[src/rtl/conv_window_scheduler.sv]
// Steps the convolution buffer one pixel at a time and shares the dot-product lanes among the kernels.
// Optional build macro CONV_SCHED_PERF_EN adds a saturating backpressure stall counter on port stall_cycles.
module conv_window_scheduler #(
    parameter int unsigned N          = 3,
    parameter int unsigned BitSize    = 32,
    parameter int unsigned ImageWidth = 4,
    parameter int unsigned NumberOfK  = 4,
    parameter int unsigned Lanes      = 2
) (
    input  logic                              clk,
    input  logic                              res,
    input  logic                              start,
    output logic                              busy,
    input  logic                              pix_valid,
    input  logic [BitSize-1:0]                pix_data,
    output logic                              pix_ready,
    output logic                              buf_res_n,
    output logic                              buf_in_valid,
    output logic [BitSize-1:0]                buf_in_data,
    input  logic                              buf_out_valid,
    input  logic [N*N*BitSize-1:0]            buf_out_data,
    output logic                              dp_valid,
    input  logic                              dp_ready,
    output logic [N*N*BitSize-1:0]            dp_window,
    output logic [$clog2(NumberOfK):0]        dp_kbase,
    output logic [Lanes-1:0]                  dp_lane_en,
    output logic                              img_done
`ifdef CONV_SCHED_PERF_EN
    ,
    output logic [31:0]                       stall_cycles
`endif
);

    localparam int unsigned WinW   = N * N * BitSize;
    localparam int unsigned KW     = $clog2(NumberOfK) + 1;
    localparam int unsigned Passes = (NumberOfK + Lanes - 1) / Lanes;
    localparam int unsigned Total  = ImageWidth * ImageWidth;
    localparam int unsigned PixW   = $clog2(Total + 1);
    localparam int unsigned WinCW  = (Total > 1) ? $clog2(Total) : 1;
    localparam int unsigned PassW  = (Passes > 1) ? $clog2(Passes) : 1;

    localparam logic [2:0] S_IDLE  = 3'd0;
    localparam logic [2:0] S_BRST  = 3'd1;
    localparam logic [2:0] S_FEED  = 3'd2;
    localparam logic [2:0] S_ISSUE = 3'd3;
    localparam logic [2:0] S_DONE  = 3'd4;

    logic [2:0]       state_q, state_d;
    logic [PixW-1:0]  pix_cnt_q, pix_cnt_d;
    logic [WinCW-1:0] win_cnt_q, win_cnt_d;
    logic [PassW-1:0] pass_cnt_q, pass_cnt_d;
    logic [WinW-1:0]  window_q, window_d;
    logic             feeding;
    logic             pix_left;

    // Pixel path: pass-through while pixels remain, zero-filled drain steps afterwards.
    assign feeding      = (state_q == S_FEED);
    assign pix_left     = (pix_cnt_q < PixW'(Total));
    assign pix_ready    = feeding & pix_left;
    assign buf_in_valid = feeding & (pix_left ? pix_valid : 1'b1);
    assign buf_in_data  = (feeding & pix_left) ? pix_data : '0;

    always_comb begin
        state_d    = state_q;
        pix_cnt_d  = pix_cnt_q;
        win_cnt_d  = win_cnt_q;
        pass_cnt_d = pass_cnt_q;
        window_d   = window_q;
        case (state_q)
            S_IDLE: begin
                if (start) begin
                    state_d    = S_BRST;
                    pix_cnt_d  = '0;
                    win_cnt_d  = '0;
                    pass_cnt_d = '0;
                end
            end
            S_BRST: state_d = S_FEED;
            S_FEED: begin
                if (pix_ready & pix_valid) begin
                    pix_cnt_d = pix_cnt_q + PixW'(1);
                end
                if (buf_in_valid & buf_out_valid) begin
                    window_d   = buf_out_data;
                    pass_cnt_d = '0;
                    state_d    = S_ISSUE;
                end
            end
            S_ISSUE: begin
                if (dp_ready) begin
                    if (pass_cnt_q < PassW'(Passes - 1)) begin
                        pass_cnt_d = pass_cnt_q + PassW'(1);
                    end else if (win_cnt_q == WinCW'(Total - 1)) begin
                        state_d = S_DONE;
                    end else begin
                        win_cnt_d = win_cnt_q + WinCW'(1);
                        state_d   = S_FEED;
                    end
                end
            end
            S_DONE:  state_d = S_IDLE;
            default: state_d = S_IDLE;
        endcase
    end

    always_ff @(posedge clk or posedge res) begin
        if (res) begin
            state_q    <= S_IDLE;
            pix_cnt_q  <= '0;
            win_cnt_q  <= '0;
            pass_cnt_q <= '0;
            window_q   <= '0;
        end else begin
            state_q    <= state_d;
            pix_cnt_q  <= pix_cnt_d;
            win_cnt_q  <= win_cnt_d;
            pass_cnt_q <= pass_cnt_d;
            window_q   <= window_d;
        end
    end

    assign busy      = (state_q != S_IDLE);
    assign buf_res_n = (state_q != S_IDLE) && (state_q != S_BRST);
    assign dp_valid  = (state_q == S_ISSUE);
    assign img_done  = (state_q == S_DONE);
    assign dp_window = window_q;
    assign dp_kbase  = KW'(pass_cnt_q) * KW'(Lanes);

    // Lanes past the last kernel are masked on the partial final pass.
    always_comb begin
        dp_lane_en = '0;
        for (int unsigned l = 0; l < Lanes; l++) begin
            dp_lane_en[l] = (state_q == S_ISSUE) && ((32'(dp_kbase) + l) < NumberOfK);
        end
    end

`ifdef CONV_SCHED_PERF_EN
    logic [31:0] stall_q, stall_d;

    always_comb begin
        stall_d = stall_q;
        if ((state_q == S_IDLE) && start) begin
            stall_d = '0;
        end else if ((state_q == S_ISSUE) && !dp_ready && (stall_q != 32'hFFFF_FFFF)) begin
            stall_d = stall_q + 32'd1;
        end
    end

    always_ff @(posedge clk or posedge res) begin
        if (res) begin
            stall_q <= '0;
        end else begin
            stall_q <= stall_d;
        end
    end

    assign stall_cycles = stall_q;
`endif

endmodule

[config.mk]
export PLATFORM = sky130hd
export DESIGN_NAME = conv_window_scheduler
export DESIGN_NICKNAME = d
export VERILOG_FILES = /design/src/rtl/conv_window_scheduler.sv
export SDC_FILE = /design/constraint.sdc
export NUM_CORES = 1
export LEC_CHECK = 0
export ABC_AREA = 1
export CAP_MARGIN = 10
export CORE_AREA = 8 8 252 254
export DETAILED_ROUTE_END_ITERATION = 7
export DIE_AREA = 0 0 260 262
export GPL_TIMING_DRIVEN = 0
export PLACE_DENSITY = 0.59
export SYNTH_ARGS = -nofsm -noshare
export SYNTH_HDL_FRONTEND = slang
export SYNTH_SLANG_ARGS = --single-unit
[constraint.sdc]
create_clock -name clk -period 10.7 [get_ports clk]
set_clock_uncertainty 0.05 [all_clocks]
set_input_delay 2.675 -clock clk [delete_from_list [all_inputs] [get_ports clk]]
set_output_delay 2.675 -clock clk [all_outputs]
set_load 0.01 [all_outputs]
==> impl_metrics.env <==
export IMPL_outcome="completed"
export IMPL_gp_congestion=0.843
export IMPL_synthXorXnorAreaFrac_pct=0.141
export IMPL_clk_path_buf_depth=3
export IMPL_die_area_um2=68100
export IMPL_io_pin_count=657
export IMPL_ant_nets=0
export IMPL_critPathBufInv=4
export IMPL_io_buffers=654
export IMPL_synthAdderAreaFrac_pct=0.201
export IMPL_netlist_area_um2=12400
export IMPL_setup_viol=0
export IMPL_antenna_found_initial=2
export IMPL_ff_latch_area_um2=7530
export IMPL_postCtsSetupBuffers=0
export IMPL_area_growth_pct=71.8
export IMPL_fin_util_pct=35.9
export IMPL_dr_wl_met2_um=26900
export IMPL_highest_layer="met5"
export IMPL_synth_area_mux_share_pct=0
export IMPL_slew_violations=0
export IMPL_vias_per_cell=4.23
export IMPL_fillers=6028
export IMPL_cts_root_buf="clkbuf_16"
export IMPL_layout_nets=2479
export IMPL_crit_path_start="pix_valid"
export IMPL_reg2reg_from="state_q[1]"
export IMPL_std_cell_rows=90
export IMPL_cp_end_kind="primary output"
export IMPL_met1Wirelength_um=20600
export IMPL_max_slew_worst_pin_slew_ns=0.891
export IMPL_worst_path_max_delay_cell="clkdlybuf4s50_1"
export IMPL_critPathMaxStageDelay_ns=0.58
export IMPL_synth_seq_area_share_pct=60.6
export IMPL_clk_latency_ns=0.53
export IMPL_cts_resized=0
export IMPL_synth_top_family_by_area="simple AND/OR/NAND/NOR gates"
export IMPL_drc=0
export IMPL_dr_wl_met3_um=5110
export IMPL_cp_top_family="buffers and inverters"
export IMPL_tns_ns=0
export IMPL_cts_tree="done"
export IMPL_maxCapViolCount=0
export IMPL_synth_distinct_cells=18
export IMPL_vdd_drop_max_mv=0.143
export IMPL_path_max_fanout=10
export IMPL_yosys_area_share_simple_pct=32.8
export IMPL_power_leakage_nw=10.2
export IMPL_synth_compound_area_share_pct=0.201
export IMPL_first_pass_iters=5
export IMPL_cpMostUsedCell="clkdlybuf4s50_1"
export IMPL_multi_input_area_um2=4160
export IMPL_cts_sinks=301
export IMPL_path_cells="clkdlybuf4s50_1, nor2_1, nor2_2, buf_4, buf_2, clkdlybuf4s50_1"
export IMPL_syn_avg_cell_area_um2=8.58
export IMPL_worstPathRequired_ns=7.98
export IMPL_drt_initial_drc_count=764
export IMPL_max_freq_mhz=138
export IMPL_clk_pin_slew_ns=0.06
export IMPL_ctsHoldBuffers=0
export IMPL_drive_gt1_share_pct=6.20
export IMPL_layout_min_cycle_time_ns=7.24
export IMPL_cts_buffers=36
export IMPL_start_util_pct=20.9
export IMPL_grt_pass1_vias=13171
export IMPL_grt_use_total_pct=15.2
export IMPL_cp_arrival_ns=4.52
export IMPL_grt_max_degree=43
export IMPL_stdcell_area_um2=21400
export IMPL_gr_total_overflow=0
export IMPL_dpl_cell_area_um2=20100
export IMPL_wl_per_cell_um=18.4
export IMPL_synth_warnings=0
export IMPL_routed_wl_um=54600
export IMPL_holdCritStartpoint="dp_window[252]"
export IMPL_min_period_over_period_pct=67.7
export IMPL_dp_final_hpwl_um=43700
export IMPL_critical_path_class="input port to primary output"
export IMPL_core_area_um2=59600
export IMPL_power_density_nw_per_um2=269
export IMPL_startpoint_type="input port"
export IMPL_holdCritPathClass="flip-flop to flip-flop"
export IMPL_slew_headroom_pct=40.5
export IMPL_vias=12537
export IMPL_die_h_um=262
export IMPL_rsz0062_at_grt="no"
export IMPL_hold_viol_final=0
export IMPL_dieWidth_um=260
export IMPL_h_tree_depth=2
export IMPL_synthCells=1450
export IMPL_ys_seq_elements=301
export IMPL_grt_pass1_wl_um=80700
-- layer usage --
layer	vias up	global-route usage [%]
met5	-	0
met4	2	5.45
met3	89	5.27
met2	565	26.7
met1	5893	16.8
li1	5988	-
-- synthesized netlist by cell type --
cell        n  area share, %
buf_4      30            1.8
buf_2      38            1.5
dfrtp_1   301             61
inv_1      54            1.6
ha_1        2           0.20
nand3_1   305             12
xnor2_1     1          0.070
nor2_1     51            1.5
conb_1      1          0.030
nor2_2      2           0.10
xor2_1      1          0.070
o21ai_0     3           0.12
nand4_1     2           0.10
nand2_1   618             19
nor3_1      1          0.040
a21oi_1     2          0.080
clkbuf_1   36            1.1
nand2_2     2           0.10
-- cells in the final DEF, fill, tap and decap left out, drive strengths merged --
master / instances
o21ai: 3
clkinvlp: 2
a21oi: 2
bufinv: 6
xnor2: 1
buf: 76
nand2: 620
clkinv: 6
dfrtp: 301
nor3: 1
inv: 54
conb: 2
clkbuf: 87
diode: 2
xor2: 1
nor2: 53
clkdlybuf4s50: 654
nand4: 2
ha: 2
nand3: 305
-- worst register-to-register path, delay by kind of cell, from the launching register on --
kind	cells	cell delay (ns)
buffers and inverters	3	0.88
DFF	1	0.35
and+or+nand+nor	5	0.66
-- stage by stage --
step	instances	setup WS, ns	total power, mW	hold slack (ns)
global placement	2887	1.59	4.45	0.403
floorplan	1451	3.97	2.87	0.424
finish	2962	3.46	5.74	0.416
global route	2960	3.37	6.12	0.440
detailed placement	2895	3.43	4.50	0.407
CTS	2960	3.42	5.84	0.422
-- area by class of cell --
cell class / instances / share of cell area (%)
antenna: 2 / 0.0234
buffer: 104 / 2.58
clock buffer: 51 / 4.67
clock inverter: 14 / 1.11
inverter: 54 / 0.966
multi-input combinational: 992 / 19.4
sequential: 301 / 35.2
tap: 782 / 4.58
timing repair buffer: 662 / 31.4
-- report_power, final --
| part | internal [mW] | switching [mW] |
|---|---|---|
| registers | 1.66 | 0.320 |
| logic | 1.30 | 1.17 |
| clock network | 0.797 | 0.497 |
| total | 3.75 | 1.99 |
-- sequential cells by signal, summed over array words and instances (netlist names) --
signal / cells
dp_window: 288
win_cnt_q: 4
pix_cnt_q: 5
state_q: 3
pass_cnt_q: 1
-- worst paths after layout --
kind,to,slack [ns],depth (start not counted)
worst max register to register,dp_window[167],8.70,8
max in group asynchronous,dp_window[158],6.47,6
min in group asynchronous,dp_window[272],2.62,2
worst min register to register,dp_window[252],0.42,2
worst max-delay path,buf_in_valid,3.46,6
worst min-delay path,dp_window[252],0.42,2
-- cell families (layout without fill, tap and decap cells) --
kind of cell / count (synthesis) / in the layout
AO/OA/AOI/OAI: 5 / 5
XOR/XNOR: 2 / 2
adder cells (fa/ha/maj): 2 / 2
buffers and inverters: 158 / 885
flip-flops: 301 / 301
other: 1 / 4
AND/OR/NAND/NOR: 981 / 981
Power figures use the tool's default switching activity.
